## src/rtl/mgmt_regfile_pkg.sv

```systemverilog
// rtl/mgmt_regfile_pkg.sv - register map, FSM encoding and helpers for mgmt_regfile
package mgmt_regfile_pkg;

    localparam logic [12:0] OFF_MSTATUS  = 13'h000;
    localparam logic [12:0] OFF_MVEC     = 13'h004;
    localparam logic [12:0] OFF_MEPC     = 13'h008;
    localparam logic [12:0] OFF_MCAUSE   = 13'h00C;
    localparam logic [12:0] OFF_MCYCLE   = 13'h010;
    localparam logic [12:0] OFF_MTIMECMP = 13'h014;
    localparam logic [12:0] OFF_MIP      = 13'h018;

    localparam int MSTATUS_MIE = 0;
    localparam int MSTATUS_TIE = 1;

    // MVEC is 512-byte aligned: low nine bits are hardwired to zero
    localparam logic [31:0] MVEC_MASK = 32'hFFFF_FE00;

    typedef enum logic [1:0] {
        ST_IDLE = 2'b00,
        ST_ACK  = 2'b01,
        ST_RESP = 2'b10
    } state_t;

    typedef enum logic [2:0] {
        SEL_MSTATUS,
        SEL_MVEC,
        SEL_MEPC,
        SEL_MCAUSE,
        SEL_MCYCLE,
        SEL_MTIMECMP,
        SEL_MIP,
        SEL_NONE
    } reg_sel_t;

    function automatic logic [31:0] half_merge(input logic [31:0] old_val,
                                               input logic [31:0] new_val,
                                               input logic [1:0]  wen);
        return {wen[1] ? new_val[31:16] : old_val[31:16],
                wen[0] ? new_val[15:0]  : old_val[15:0]};
    endfunction

    function automatic reg_sel_t reg_decode(input logic [10:0] widx);
        reg_sel_t sel;
        sel = SEL_NONE;
        if (widx == OFF_MSTATUS[12:2])  sel = SEL_MSTATUS;
        if (widx == OFF_MVEC[12:2])     sel = SEL_MVEC;
        if (widx == OFF_MEPC[12:2])     sel = SEL_MEPC;
        if (widx == OFF_MCAUSE[12:2])   sel = SEL_MCAUSE;
        if (widx == OFF_MCYCLE[12:2])   sel = SEL_MCYCLE;
        if (widx == OFF_MTIMECMP[12:2]) sel = SEL_MTIMECMP;
        if (widx == OFF_MIP[12:2])      sel = SEL_MIP;
        return sel;
    endfunction

endpackage

```

## src/rtl/mgmt_regfile_if.sv

```systemverilog
// rtl/mgmt_regfile_if.sv - management bus request/response signals
interface mgmt_regfile_if;
    logic        mgmt_req;
    logic [31:0] mgmt_adr;
    logic        mgmt_rwn;
    logic [1:0]  mgmt_wen;
    logic [31:0] mgmt_txd;
    logic        mgmt_ack;
    logic        mgmt_rxe;
    logic [31:0] mgmt_rxd;

    modport master (output mgmt_req, mgmt_adr, mgmt_rwn, mgmt_wen, mgmt_txd,
                    input  mgmt_ack, mgmt_rxe, mgmt_rxd);
    modport slave  (input  mgmt_req, mgmt_adr, mgmt_rwn, mgmt_wen, mgmt_txd,
                    output mgmt_ack, mgmt_rxe, mgmt_rxd);
endinterface

```

## src/rtl/mgmt_timer.sv

```systemverilog
// rtl/mgmt_timer.sv - free-running cycle counter, compare register and timer pending bit
module mgmt_timer
    import mgmt_regfile_pkg::*;
(
    input  logic        sys_clk,
    input  logic        sys_setn,
    input  logic        tie,
    input  logic [1:0]  cyc_wen,
    input  logic [1:0]  cmp_wen,
    input  logic        tip_clr,
    input  logic [31:0] wdata,
    output logic [31:0] mcycle,
    output logic [31:0] mtimecmp,
    output logic        tip
);

    always_ff @(posedge sys_clk or posedge sys_setn) begin
        if (sys_setn) begin
            mcycle   <= '0;
            mtimecmp <= '0;
            tip      <= 1'b0;
        end else begin
            // unwritten halves keep counting so a half write does not stall the counter
            mcycle   <= half_merge(mcycle + 32'd1, wdata, cyc_wen);
            mtimecmp <= half_merge(mtimecmp, wdata, cmp_wen);
            if (tie && (mcycle == mtimecmp))
                tip <= 1'b1;
            else if (tip_clr)
                tip <= 1'b0;
        end
    end

endmodule

```

## src/rtl/mgmt_regfile.sv

```systemverilog
// rtl/mgmt_regfile.sv - machine-mode management register file on a req/ack bus
module mgmt_regfile
    import mgmt_regfile_pkg::*;
#(
    parameter logic [12:0] ADDR_BASE = 13'h000
) (
    input  logic           sys_clk,
    input  logic           sys_setn,
    mgmt_regfile_if.slave  mgmt,
    input  logic           trap,
    input  logic [31:0]    trap_epc,
    input  logic [5:0]     trap_code,
    output logic           mie,
    output logic [31:0]    mvec,
    output logic [31:0]    mepc,
    output logic           tmr_irq
);

    state_t      state_q, state_d;
    logic [12:0] adr_off;
    logic [10:0] widx_q;
    logic        rwn_q;
    logic [1:0]  wen_q;
    logic [31:0] txd_q;
    logic [31:0] rdata_q;
    logic [31:0] rd_mux;
    reg_sel_t    sel;
    logic        wr_en;
    logic        tie_q;
    logic        tip;
    logic [5:0]  mcause_q;
    logic [31:0] mcycle;
    logic [31:0] mtimecmp;
    logic        unused_adr;

    assign adr_off    = mgmt.mgmt_adr[12:0] - ADDR_BASE;
    assign unused_adr = ^{mgmt.mgmt_adr[31:13], adr_off[1:0]};
    assign sel        = reg_decode(widx_q);
    assign wr_en      = (state_q == ST_ACK) && !rwn_q;

    always_ff @(posedge sys_clk or posedge sys_setn) begin
        if (sys_setn) begin
            state_q <= ST_IDLE;
            widx_q  <= '0;
            rwn_q   <= 1'b0;
            wen_q   <= '0;
            txd_q   <= '0;
            rdata_q <= '0;
        end else begin
            state_q <= state_d;
            if ((state_q == ST_IDLE) && mgmt.mgmt_req) begin
                widx_q <= adr_off[12:2];
                rwn_q  <= mgmt.mgmt_rwn;
                wen_q  <= mgmt.mgmt_wen;
                txd_q  <= mgmt.mgmt_txd;
            end
            // holds read data only for the RESP cycle, zero otherwise
            rdata_q <= ((state_q == ST_ACK) && rwn_q) ? rd_mux : '0;
        end
    end

    always_comb begin
        state_d = state_q;
        case (state_q)
            ST_IDLE: if (mgmt.mgmt_req) state_d = ST_ACK;
            ST_ACK:  state_d = rwn_q ? ST_RESP : ST_IDLE;
            ST_RESP: state_d = ST_IDLE;
            default: state_d = ST_IDLE;
        endcase
    end

    assign mgmt.mgmt_ack = (state_q == ST_ACK);
    assign mgmt.mgmt_rxe = (state_q == ST_RESP);
    assign mgmt.mgmt_rxd = rdata_q;

    always_ff @(posedge sys_clk or posedge sys_setn) begin
        if (sys_setn) begin
            mie      <= 1'b0;
            tie_q    <= 1'b0;
            mvec     <= '0;
            mepc     <= '0;
            mcause_q <= '0;
        end else begin
            // a trap overrides any bus write to MSTATUS/MEPC in the same cycle
            if (trap) begin
                mie      <= 1'b0;
                mepc     <= trap_epc;
                mcause_q <= trap_code;
            end else begin
                if (wr_en && (sel == SEL_MSTATUS) && wen_q[0]) begin
                    mie   <= txd_q[MSTATUS_MIE];
                    tie_q <= txd_q[MSTATUS_TIE];
                end
                if (wr_en && (sel == SEL_MEPC))
                    mepc <= half_merge(mepc, txd_q, wen_q);
            end
            if (wr_en && (sel == SEL_MVEC))
                mvec <= half_merge(mvec, txd_q, wen_q) & MVEC_MASK;
        end
    end

    always_comb begin
        rd_mux = '0;
        case (sel)
            SEL_MSTATUS: begin
                rd_mux[MSTATUS_MIE] = mie;
                rd_mux[MSTATUS_TIE] = tie_q;
            end
            SEL_MVEC:     rd_mux = mvec;
            SEL_MEPC:     rd_mux = mepc;
            SEL_MCAUSE:   rd_mux[5:0] = mcause_q;
            SEL_MCYCLE:   rd_mux = mcycle;
            SEL_MTIMECMP: rd_mux = mtimecmp;
            SEL_MIP:      rd_mux[0] = tip;
            default:      rd_mux = '0;
        endcase
    end

    mgmt_timer u_timer (
        .sys_clk  (sys_clk),
        .sys_setn (sys_setn),
        .tie      (tie_q),
        .cyc_wen  ((wr_en && (sel == SEL_MCYCLE))   ? wen_q : 2'b00),
        .cmp_wen  ((wr_en && (sel == SEL_MTIMECMP)) ? wen_q : 2'b00),
        .tip_clr  (wr_en && (sel == SEL_MIP) && wen_q[0] && txd_q[0]),
        .wdata    (txd_q),
        .mcycle   (mcycle),
        .mtimecmp (mtimecmp),
        .tip      (tip)
    );

    assign tmr_irq = tip;

endmodule
```

## src/flat_wrapper.sv

```systemverilog
// flat-port wrapper written by rule: the top's interface ports become plain ports
module mgmt_regfile_flat import mgmt_regfile_pkg::*;
#(
    parameter logic [12:0] ADDR_BASE = 13'h000
)
  (sys_clk, sys_setn, trap, trap_epc, trap_code, mie, mvec, mepc, tmr_irq, mgmt_mgmt_req, mgmt_mgmt_adr, mgmt_mgmt_rwn, mgmt_mgmt_wen, mgmt_mgmt_txd, mgmt_mgmt_ack, mgmt_mgmt_rxe, mgmt_mgmt_rxd);
  mgmt_regfile_if mgmt_i ();
  input  logic sys_clk;
  input  logic sys_setn;
  input  logic trap;
  input  logic [31:0] trap_epc;
  input  logic [5:0] trap_code;
  output logic mie;
  output logic [31:0] mvec;
  output logic [31:0] mepc;
  output logic tmr_irq;
  input wire logic [$bits(mgmt_i.mgmt_req)-1:0] mgmt_mgmt_req;
  input wire logic [$bits(mgmt_i.mgmt_adr)-1:0] mgmt_mgmt_adr;
  input wire logic [$bits(mgmt_i.mgmt_rwn)-1:0] mgmt_mgmt_rwn;
  input wire logic [$bits(mgmt_i.mgmt_wen)-1:0] mgmt_mgmt_wen;
  input wire logic [$bits(mgmt_i.mgmt_txd)-1:0] mgmt_mgmt_txd;
  output wire logic [$bits(mgmt_i.mgmt_ack)-1:0] mgmt_mgmt_ack;
  output wire logic [$bits(mgmt_i.mgmt_rxe)-1:0] mgmt_mgmt_rxe;
  output wire logic [$bits(mgmt_i.mgmt_rxd)-1:0] mgmt_mgmt_rxd;
  assign mgmt_i.mgmt_req = mgmt_mgmt_req;
  assign mgmt_i.mgmt_adr = mgmt_mgmt_adr;
  assign mgmt_i.mgmt_rwn = mgmt_mgmt_rwn;
  assign mgmt_i.mgmt_wen = mgmt_mgmt_wen;
  assign mgmt_i.mgmt_txd = mgmt_mgmt_txd;
  assign mgmt_mgmt_ack = mgmt_i.mgmt_ack;
  assign mgmt_mgmt_rxe = mgmt_i.mgmt_rxe;
  assign mgmt_mgmt_rxd = mgmt_i.mgmt_rxd;
  mgmt_regfile #(.ADDR_BASE(ADDR_BASE)) u_core (.sys_clk(sys_clk), .sys_setn(sys_setn), .mgmt(mgmt_i), .trap(trap), .trap_epc(trap_epc), .trap_code(trap_code), .mie(mie), .mvec(mvec), .mepc(mepc), .tmr_irq(tmr_irq));
endmodule
```

## config.mk

```make
export PLATFORM = sky130hd
export DESIGN_NAME = mgmt_regfile_flat
export DESIGN_NICKNAME = d
export VERILOG_FILES = /design/src/rtl/mgmt_regfile_pkg.sv /design/src/rtl/mgmt_regfile_if.sv /design/src/rtl/mgmt_timer.sv /design/src/rtl/mgmt_regfile.sv /design/src/flat_wrapper.sv
export SDC_FILE = /design/constraint.sdc
export NUM_CORES = 1
export LEC_CHECK = 0
export CORE_ASPECT_RATIO = 1.75
export CORE_MARGIN = 2
export CORE_UTILIZATION = 50
export CTS_BUF_LIST = sky130_fd_sc_hd__clkbuf_16
export CTS_CLUSTER_DIAMETER = 60
export DETAILED_ROUTE_END_ITERATION = 8
export PLACE_DENSITY = 0.85
export SLEW_MARGIN = 20
export SYNTH_ARGS = -nofsm -noshare
export SYNTH_HDL_FRONTEND = slang
export SYNTH_HIERARCHICAL = 1
export SYNTH_SLANG_ARGS = --single-unit
```

## constraint.sdc

```tcl
create_clock -name sys_clk -period 6.7 [get_ports sys_clk]
set_input_delay 1.34 -clock sys_clk [delete_from_list [all_inputs] [get_ports sys_clk]]
set_output_delay 1.34 -clock sys_clk [all_outputs]
set_load 0.02 [all_outputs]
```

* Yosys cells after proc, flatten, opt, wreduce, memory -nomap -nowiden
Cells that the tools add are included.
Storage, ports and cells: flip-flop bits (word level) 208, input bits 109
Cells by class: add/subtract/negate cells 1, multiplexer cells 27, reductions and logical operators 27, bitwise operators 1, equal/unequal tests 16
Operator list (number):
- case mux 26 bit (4 select lines) | 1
- 2-to-1 mux 32 bit | 3
- 2-to-1 mux 16 bit | 4
- equality test 11 x 3 -> 1 bit (second input constant) | 3
- adder 32 x 1 -> 32 bit (second input constant) | 1
- equality test 32 bit | 1
- equality test 11 x 2 -> 1 bit (second input constant) | 2
- 2-to-1 mux 3 bit | 7
- case mux 4 bit (4 select lines) | 1
- logical AND 1 bit | 13
- equality test 11 x 1 -> 1 bit (second input constant) | 1
- zero test 11 bit | 1
- AND reduction 2 bit | 5
- nonzero test 2 bit | 5
- equality test 3 bit (second input constant) | 3
- 2-to-1 mux 2 bit | 4
- equality test 3 x 2 -> 1 bit (second input constant) | 2
- case mux 1 bit (6 select lines) | 1
- case mux 1 bit (5 select lines) | 1
- 2-to-1 mux 1 bit | 4
- case mux 2 bit (2 select lines) | 1
- equality test 3 x 1 -> 1 bit (second input constant) | 1
- zero test 3 bit | 1
- equality test 2 x 1 -> 1 bit (second input constant) | 1
- other kinds (5) | 5

* Longest topological paths before layout
Gate-level depths: netlist of run 1.
depth in word-level cells 14, mapped depth 8, mapped depth without buffers 6

* Cells and area by module
Netlist of run 1, hierarchy kept.
By module, submodules not included:
- mgmt_regfile | times used 1, sequential area each 3578.4 um^2, area each 6656.4 um^2, cells each 494
- mgmt_timer | times used 1, sequential area each 1626.6 um^2, area each 3388.2 um^2, cells each 323

* Least setup slack after synthesis of run 1
Ideal clock, no wire load.
path kind input-to-reg, start in mgmt_mgmt_req, end reg u_core.txd_q[10], arrival time 2671 ps, data required time 6575 ps, setup slack 3905 ps, cell stages on the path 4, buffers on the path 2, cells stage by stage nor3b_1 clkbuf_1 clkbuf_1 mux2_2
Between the ends: cells in the longest elaborated chain, start to end 1
RTL lines:
- from (decl) | RTL line flat_wrapper.sv:17 | input wire logic [$bits(mgmt_i.mgmt_req)-1:0] mgmt_mgmt_req;
- logical AND 1 bit | RTL line mgmt_regfile.sv:51 | if ((state_q == ST_IDLE) && mgmt.mgmt_req) begin
- to (signal assigned) | RTL line mgmt_regfile.sv:55 | txd_q <= mgmt.mgmt_txd;
- to (decl) | RTL line mgmt_regfile.sv:24 | logic [31:0] txd_q;
Every way passes these cells. A chain may end at the register's enable or synchronous reset.

* Worst setup path after layout of run 1
start reg u_core.widx_q[0], end reg u_core.mepc[19]
Between the ends: cells in the longest elaborated chain, start to end 12
RTL lines:
- from (decl) | RTL line mgmt_regfile.sv:21 | logic [10:0] widx_q;
- from (signal assigned) | RTL line mgmt_regfile.sv:52 | widx_q <= adr_off[12:2];
- zero test 11 bit | RTL line mgmt_regfile_pkg.sv:45 | if (widx == OFF_MSTATUS[12:2]) sel = SEL_MSTATUS;
- 2-to-1 mux 3 bit | RTL line mgmt_regfile_pkg.sv:45
- 2-to-1 mux 3 bit | RTL line mgmt_regfile_pkg.sv:46 | if (widx == OFF_MVEC[12:2]) sel = SEL_MVEC;
- 2-to-1 mux 3 bit | RTL line mgmt_regfile_pkg.sv:47 | if (widx == OFF_MEPC[12:2]) sel = SEL_MEPC;
- 2-to-1 mux 3 bit | RTL line mgmt_regfile_pkg.sv:48 | if (widx == OFF_MCAUSE[12:2]) sel = SEL_MCAUSE;
- 2-to-1 mux 3 bit | RTL line mgmt_regfile_pkg.sv:49 | if (widx == OFF_MCYCLE[12:2]) sel = SEL_MCYCLE;
- 2-to-1 mux 3 bit | RTL line mgmt_regfile_pkg.sv:50 | if (widx == OFF_MTIMECMP[12:2]) sel = SEL_MTIMECMP;
- 2-to-1 mux 3 bit * | RTL line mgmt_regfile_pkg.sv:51 | if (widx == OFF_MIP[12:2]) sel = SEL_MIP;
- equality test 3 x 2 -> 1 bit * | RTL line mgmt_regfile.sv:94 | if (wr_en && (sel == SEL_MEPC))
- logical AND 1 bit * | RTL line mgmt_regfile.sv:94
- nonzero test 2 bit (no source line) *
- AND reduction 2 bit (no source line) *
- to (signal assigned) | RTL line mgmt_regfile.sv:87 | mepc <= trap_epc;
- to (signal assigned) | RTL line mgmt_regfile.sv:95 | mepc <= half_merge(mepc, txd_q, wen_q);
- to (decl) | RTL line mgmt_regfile.sv:15 | output logic [31:0] mepc,
Mark *: on every way between the ends. The rest lies on a longest branch, timed or not.

==> results of run 1 <==
power by group:
part           internal [mW]  switching (mW)  total (mW)
combinational          0.304           0.272       0.576
clock                  0.605           0.473        1.08
sequential              1.39           0.204        1.59
total                   2.30           0.949        3.25
worst max path at each step:
stage          slack [ps]                  to             start  cells past startpoint
2_1_floorplan        1520  u_core/mcause_q[0]          sys_setn                      1
3_3_place_gp         3420      u_core/mepc[3]  u_core/widx_q[0]                      6
3_5_place_dp         3330     u_core/mepc[19]  u_core/widx_q[0]                      6
4_1_cts              3310     u_core/mepc[19]  u_core/widx_q[0]                      6
5_1_grt              3170     u_core/mepc[10]  u_core/widx_q[0]                      6
6_report             3300     u_core/mepc[19]  u_core/widx_q[0]                      6
layout make-up:
class	instances	area, µm²
fillers	1552	7154
flip-flops and latches	208	5206
multi-input cells	548	4566
repair buffers	187	1844
clock buffers	21	525.5
well taps	245	306.5
clock inverters	15	95.09
inverters	9	38.79
diodes	1	2.502
worst max-delay path, delay by kind of cell, from the launching register on:
kind          cells  cell delay [ps]
simple gates      2             1400
mux               2              750
buf+inv           2              720
flops             1              390
layout by cell type, fill, tap and decap left out, types with 4 or more instances in the layout:
cell and instances:
o31ai_1 8, clkinv_1 5, nor3_1 7, and2_1 24
mux2_2 142, dfrtp_1 207, conb_1 9, clkbuf_16 21
a2bb2oi_1 4, or3_1 10, mux2_1 31, xor2_1 36
nor2b_1 8, buf_4 9, nand2b_1 6, a31oi_1 14
nand3_1 18, o2bb2ai_1 5, nand4_1 11, mux2i_1 29
clkdlybuf4s50_1 177, inv_1 9, nor2_1 24, o21ai_0 25
nor4_1 12, nand2_1 27, a22oi_1 24, xnor2_1 10
a222oi_1 4, o22ai_1 23, and3_1 6, or4_1 8
clkinv_2 4
logic make-up (layout without fill, tap and decap cells):
logic type	Yosys count	after routing	share of synthesized area [%]
adder cells (fa/ha/maj)	1	1	0.1245
AND/OR/NAND/NOR	177	177	10.68
flip-flops	208	208	51.82
other	1	10	0.03733
multiplexers	203	203	22.51
buffers and inverters	69	232	3.276
AO/OA/AOI/OAI	112	112	7.549
XOR/XNOR	46	46	4.011
metal layers:
metal | vias up | wire length [µm] | global-route usage, %
li1 | 3291 | - | -
met2 | 281 | 14790 | 47.48
met1 | 3671 | 8909 | 26.58
met3 | 73 | 1177 | 2.568
met5 | - | 0 | 0
met4 | 0 | 1091 | 10.87
flip-flops by register name, indices dropped and copies added, names as in the netlist:
| register | cells |
|---|---|
| u_core/mcause_q | 6 |
| u_core/mepc | 32 |
| u_core/mgmt.mgmt_rxd | 32 |
| u_core/mie | 1 |
| u_core/mvec | 23 |
| u_core/rwn_q | 1 |
| u_core/state_q | 2 |
| u_core/tie_q | 1 |
| u_core/txd_q | 32 |
| u_core/u_timer/mcycle | 32 |
| u_core/u_timer/mtimecmp | 32 |
| u_core/u_timer/tip | 1 |
| u_core/wen_q | 2 |
| u_core/widx_q | 11 |
stage by stage:
stage / area [µm²] / setup slack, ps
floorplan: 10070 / 1522
global placement: 11960 / 3421
detailed placement: 11960 / 3325
CTS: 12580 / 3306
global route: 12580 / 3171
finish: 12580 / 3299
==> impl_metrics.json, run 1 <==
{
  "first_iter_violations": 488,
  "worstReg2RegEnd": "u_core/mepc[19]",
  "whs_ps": 506.3,
  "cp-start-kind": "flop",
  "grt_usage_pct": 24.44,
  "power_mw": 3.245,
  "end_kind": "flop",
  "ant_nets": 0,
  "slew_viol_final": 0,
  "yosysUniqueCellTypes": 54,
  "reg2reg_slack_ps": 3300,
  "synth_cells": 817,
  "setup_violations": 0,
  "synth.most_common_cell": "dfrtp_1",
  "syn_area_um2": 10040,
  "reg2regPathDepth": 6,
  "row_count": 68,
  "initial_core_util_pct": 50.89,
  "worstSetupPathType": "flop to flop",
  "drv_cap": 0,
  "antenna_found_initial": 1,
  "grt_max_degree": 102,
  "rsz0062_at_grt": "no",
  "pwr_density_cell_nw_per_um2": 257.9,
  "crit_arrival_ps": 3780,
  "status": "finished clean",
  "grt_pass1_vias": 7689,
  "cts-root-buf": "clkbuf_16",
  "clk_pin_slew_worst_paths_ps": 60,
  "clock_latency_ps": 500,
  "period_share_pct": 50.77,
  "via_per_inst": 5.929,
  "die_w_um": 111.1,
  "drive_above_1_share_pct": 19.84,
  "io_buffers": 178,
  "ys_async_sr_fraction_pct": 100.0,
  "holdPathStages": 1,
  "cts_setup_buffers": 0,
  "core_um2": 19740,
  "path_cells": "buf_4 -> nor4b_4 -> buf_4 -> nand4_4 -> mux2_1 -> mux2_2",
  "cts_tree": "yes",
  "grt_overflow_total": 0,
  "hold_path.class": "flop to flop",
  "final_cells": 1234,
  "finalWirelength_mm": 25.97,
  "fmax_ghz": 0.2940,
  "dieArea_um2": 21280,
  "clock_skew_ps": 16.12,
  "critPathRequiredTime_ps": 7070,
  "ys_seq_area_share_pct": 51.82,
  "ys.flop_type": "dfrtp_1",
  "crit_path_max_fanout": 37,
  "crit_slowest_cell": "nor4b_4",
  "hp-start": "u_core/mcause_q[3]",
  "p_leak_nw": 5.383,
  "cts_buffer_depth": 3,
  "place_congestion": 0.9318,
  "wl_per_cell_um": 21.04,
  "maxSlewHeadroom_pct": 24.15,
  "placed_cells": 1197,
  "grt_pass1_wl_mm": 41.56,
  "cts-htree-levels": 1,
  "yosys.area.top_type": "dfrtp_1",
  "min_to": "u_core/mcause_q[3]",
  "finalNetCount": 1084,
  "synth_common_cells": "dfrtp_1, mux2_2, xor2_1",
  "synthTopCellsByArea": "dfrtp_1, mux2_2, mux2_1",
  "peakVddDrop_uv": 191.7,
  "die_h_um": 191.5,
  "io_pins": 209,
  "path_common_cell": "buf_4",
  "final.setup.tns_ps": 0,
  "cts_made_buffers": 20,
  "hpwl_mm": 18.05,
  "num_vias": 7316,
  "postCtsHoldBufs": 0,
  "final_core_util_pct": 63.76,
  "areaGrowthSynthToFinish_pct": 25.29,
  "cts_resized": 0,
  "final_hold_viol_count": 0,
  "drc": 0,
  "max_stage_delay_ps": 1010,
  "finalWorstPathRequiredPeriod_ps": 3401,
  "worst_pin_slew_ps": 1129,
  "synth_edf_count": 0,
  "cts_sinks": 208,
  "postSynthAreaPerCell_um2": 12.29,
  "yosys.area.top_type_share_pct": 51.82,
  "ys_warn_count": 6,
  "reg2reg_from": "u_core/widx_q[0]",
  "ys_ff_latch": 208,
  "firstDrtPassIters": 6
}
Power figures use the tool's default switching activity.
==> run 2, diff against run 1 <==
==> constraint.sdc (replaced) <==
create_clock -name sys_clk -period 3.5 [get_ports sys_clk]
set_input_delay 0.7 -clock sys_clk [delete_from_list [all_inputs] [get_ports sys_clk]]
set_output_delay 0.7 -clock sys_clk [all_outputs]
set_load 0.02 [all_outputs]
==> impl_metrics.json, run 2 (synthesis results as in run 1) <==
{
  "max_stage_delay_ps": 640,
  "drc": 0,
  "crit_slowest_cell": "nor3_2",
  "slew_viol_final": 0,
  "drv_cap": 0,
  "finalNetCount": 1097,
  "final.setup.tns_ps": 0,
  "cts-htree-levels": 1,
  "row_count": 68,
  "peakVddDrop_uv": 433.3,
  "pwr_density_cell_nw_per_um2": 488.6,
  "reg2reg_from": "u_core/widx_q[9]",
  "setup_violations": 0,
  "grt_usage_pct": 24.71,
  "grt_max_degree": 72,
  "fmax_ghz": 0.3904,
  "worst_pin_slew_ps": 751.2,
  "io_buffers": 178,
  "startpoint": "u_core/widx_q[9]",
  "antenna_found_initial": 0,
  "crit_arrival_ps": 2930,
  "hold_path.class": "flop to flop",
  "final_hold_viol_count": 0,
  "antenna_cells": 0,
  "wl_per_cell_um": 21.10,
  "core_um2": 19740,
  "fin_area_um2": 12700,
  "path_cells": "nor3_2 -> and2_1 -> nand2_1 -> nor2_1 -> buf_4 -> mux2_2",
  "worst-path-buf-inv": 1,
  "clock_latency_ps": 500,
  "p_leak_nw": 5.462,
  "clk_pin_slew_worst_paths_ps": 60,
  "grt_pass1_vias": 7718,
  "maxSlewHeadroom_pct": 49.65,
  "critPathRequiredTime_ps": 3870,
  "crit_path_max_fanout": 13,
  "final_cells": 1244,
  "cts-root-buf": "clkbuf_16",
  "finalWirelength_mm": 26.25,
  "die_w_um": 111.1,
  "cts_tree": "yes",
  "end_kind": "flop",
  "placed_cells": 1210,
  "status": "finished clean",
  "postCtsHoldBufs": 0,
  "place_congestion": 0.9392,
  "final_common_cell": "dfrtp_1",
  "grt_pass1_wl_mm": 41.63,
  "drive_above_1_share_pct": 20.32,
  "ant_nets": 0,
  "cp-start-kind": "flop",
  "initial_core_util_pct": 50.89,
  "cts_buffer_depth": 3,
  "first_iter_violations": 482,
  "period_share_pct": 73.19,
  "multi_input_area_um2": 4559,
  "regArea_um2": 5206,
  "via_per_inst": 5.910,
  "rsz0062_at_grt": "no",
  "path_delay_family": "simple AND/OR/NAND/NOR gates",
  "hpwl_mm": 18.74,
  "post_dp_cell_area_um2": 12100,
  "setup_ws_ps": 938.4,
  "cts_sinks": 208,
  "cts_made_buffers": 20,
  "clock_skew_ps": 12.61,
  "post-place-ws_ps": 928.4,
  "num-fill-cells": 1504,
  "hp-start": "u_core/wen_q[0]",
  "layout_common_cells": "dfrtp_1, clkdlybuf4s50_1, mux2_2",
  "worstSetupPathType": "flop to flop",
  "cts_setup_buffers": 0,
  "die_h_um": 191.5,
  "finalWorstPathRequiredPeriod_ps": 2562,
  "areaGrowthSynthToFinish_pct": 26.47,
  "io_pins": 209,
  "cts_resized": 0,
  "num_vias": 7352,
  "grt_overflow_total": 0,
  "dieArea_um2": 21280,
  "firstDrtPassIters": 5
}
run 2: worst paths after layout:
path | end | slack (ps) | cells past startpoint
worst max-delay path | u_core/u_timer/mtimecmp[6] | 940 | 6
worst min-delay path | u_core/wen_q[0] | 510 | 1
worst max register to register | u_core/u_timer/mtimecmp[6] | 940 | 6
worst min register to register | u_core/wen_q[0] | 510 | 1
max in group asynchronous | u_core/mgmt.mgmt_rxd[10] | 2120 | 3
min in group asynchronous | u_core/txd_q[29] | 660 | 2
run 2: cell type report:
| type | count | share of cell area, % |
|---|---|---|
| flip-flops and latches | 208 | 40.98 |
| multi-input cells | 548 | 35.89 |
| repair buffers | 200 | 15.68 |
| clock buffers | 21 | 4.137 |
| well taps | 245 | 2.413 |
| clock inverters | 13 | 0.6008 |
| inverters | 9 | 0.2955 |
run 2: metrics by stage:
stage	power [mW]	utilization [%]	hold WS, ps
6_report	6.206	64.36	508.2
5_1_grt	6.471	64.36	520.9
4_1_cts	6.242	64.36	508.0
3_5_place_dp	4.211	61.31	494.6
3_3_place_gp	4.164	61.31	482.4
2_1_floorplan	3.728	-	471.5
run 2: power breakdown:
part	total, mW	internal (mW)	switching [mW]
Sequential	3.03	2.66	0.375
Combinational	1.15	0.601	0.548
Clock	2.02	1.15	0.876
run 2: routing by layer:
layer  up-vias  routed length, µm  track usage, %
met5         -                  0               0
met4         0               1035           10.40
met3        77               1294           2.854
met2       260              15050           48.14
met1      3701               8871           26.84
li1       3314                  -               -
run 2: worst register-to-register path: stages (launching register included):
cell and delay, ps:
dfrtp_1 380, nor3_2 640, and2_1 320, nand2_1 90
nor2_1 330, buf_4 310, mux2_2 360
==> patch 1 (config.mk and constraints of run 1) <==
Take the reset off `rdata_q` and load it in a clocked block of its own.
--- a/src/rtl/mgmt_regfile.sv
+++ b/src/rtl/mgmt_regfile.sv
@@ -47,3 +47,2 @@
             txd_q   <= '0;
-            rdata_q <= '0;
         end else begin
@@ -57,4 +56,7 @@
             // holds read data only for the RESP cycle, zero otherwise
-            rdata_q <= ((state_q == ST_ACK) && rwn_q) ? rd_mux : '0;
         end
+    end
+
+    always_ff @(posedge sys_clk) begin
+        rdata_q <= ((state_q == ST_ACK) && rwn_q) ? rd_mux : '0;
     end
Behaviour: not the same (a bounded check fails within 4 cycles, from zero or initial values; the reset may be asserted at any time).
==> patch 1 against run 1 <==
  * Power grew 1.5%
  * Area after synthesis down 1.1%
  * Sequential cell count stayed put
  * Clock skew fell by 0.0035 ns
  * Die area shrank 1.1%
  * Synthesized cell count rose by 0.73%
  * Cell area shrank 0.67%
  * Wire length down 0.22%
  * Worst setup slack got worse by 0.039 ns
  * Via count fell by 0.42%
  * Count of clock-buffer cells in the layout unchanged
  * Critical endpoint is now u_core/mepc[21]
  * Highest routed layer unchanged
==> patch 1: results (changes against run 1) <==
The run finished with clean final reports. The tools report the standby leakage power as 5.16 nW (-4.0%). For hold timing, the worst endpoint is u_core/mcause_q[5].

The share of post-route cells with drive strength above 1 was 0.217 (+0.0189). The logs give 20 (unchanged) for the TritonCTS buffer count and 3.81 ns (+0.03 ns) for the signal arrival time at the worst endpoint. The violation count after the first detailed-routing iteration came out at 473 (-3.1%).

The internal portion of total power was 2.34 mW (+2.1%). The final clock skew was 0.0126 ns (-0.00351 ns). The slew at the pin with the worst max-slew slack is 1.08 ns (-0.0479 ns).

Sorting the synthesized cells by how often they occur yields dfrtp_1 (176), mux2_2 (161), nor2_1 (50). The post-place setup slack was 3.31 ns (-0.0126 ns). For the global placement routability congestion, the log shows 0.871 (-6.5%). Via count of the first global-routing pass: 7432 (-3.3%).

The cell total after placement was 1203 (+0.50%). The unique cell type count in the Yosys netlist was 56 (+3.7%). The run gives 0 (-1) as the number of antenna cells inserted.

The tools report the register area share after synthesis as 0.508 (-0.0102). Total power: 3.29 mW (+1.5%). The tools report the portion of total power attributed to the clock network as 0.340 (+0.008).

The detail-routed net length per standard cell works out to 20.9 µm (-0.63%). The logs give 0.507 ns (+0.00106 ns) for the smallest hold slack and 823 (+0.73%) for the number of instances in the synthesized netlist. The tools report the maximum number of pins on one net before global-route repair as 66 (-35%). The tools report the wire length of the first global-routing pass as 40400 µm (-2.8%).

By area the synthesized netlist is led by dfrtp_1 (44%), mux2_2 (18%), dfxtp_1 (6.5%). In this run the most critical hold path is launched from u_core/mcause_q[5]. The total number of nets in the final design was 1090 (+0.55%); the largest fanout of any net on the critical path was 46 (+24%).

The wire length after detailed routing is 25900 µm (-0.22%), and the combined global-route utilization of all metal layers is 0.242 (-0.00247). The maximum VDD drop came out at 0.248 mV (+29%). The number of antenna violations at the first check in global routing is 0 (-1), and the placed wire-length estimate after detailed placement is 18200 µm (+0.64%).

The vias after detailed routing is 7285 (-0.42%). The async set-reset flop share out of synthesis is 0.846 (-0.154), and the power drawn by the combinational cells is 591 µW (+3%). The terminus of the critical flop-to-flop path is u_core/mepc[21].
-- patch 1: changes by cell type in the layout (fill, tap and decap cells not counted), sizes merged, moves of 4 or more --
| cell | before | now |
|---|---|---|
| nand2b | 6 | 2 |
| o22ai | 23 | 0 |
| mux2 | 173 | 181 |
| dfrtp | 208 | 176 |
| nor2 | 24 | 50 |
| dfxtp | 0 | 32 |
| o22a | 0 | 23 |
| o2bb2ai | 5 | 0 |
| nand3 | 18 | 23 |
| and2 | 24 | 2 |
| a222oi | 4 | 0 |
-- patch 1: cells by family (layout without fill, tap and decap cells) --
kind of cell | count (synthesis) | after routing | synth area share
AO/OA/AOI/OAI | 107 | 107 | 0.0770
AND/OR/NAND/NOR | 177 | 177 | 0.102
adder cells (fa/ha/maj) | 1 | 1 | 0.00126
other | 1 | 9 | 0.000378
XOR/XNOR | 47 | 47 | 0.0415
flip-flops | 208 | 208 | 0.508
buffers and inverters | 71 | 234 | 0.0336
multiplexers | 211 | 211 | 0.237
-- patch 1: final cells by class --
type	instances	area, µm²
multi-input combinational	552	4610
clock buffer	21	526
clock inverter	15	121
timing repair buffer	189	1860
fill	1478	7070
sequential	208	5050
tap	245	307
inverter	9	36.3
-- patch 1: layer usage --
layer  vias to the layer above  global-route usage  wire length (µm)
li1                       3294                   -                 -
met1                      3623               0.257              8540
met5                         -                   0                 0
met2                       283               0.471             14700
met4                         0               0.119              1390
met3                        85              0.0238              1280
-- patch 1: how the worst max path moves through the flow --
stage,endpoint,slack (ns),cells after the start
2_1_floorplan,u_core/mcause_q[0],2.43,1
3_3_place_gp,u_core/mepc[19],3.38,6
3_5_place_dp,u_core/mepc[21],3.31,6
4_1_cts,u_core/mepc[21],3.28,6
5_1_grt,u_core/mepc[21],3.18,6
6_report,u_core/mepc[21],3.26,6
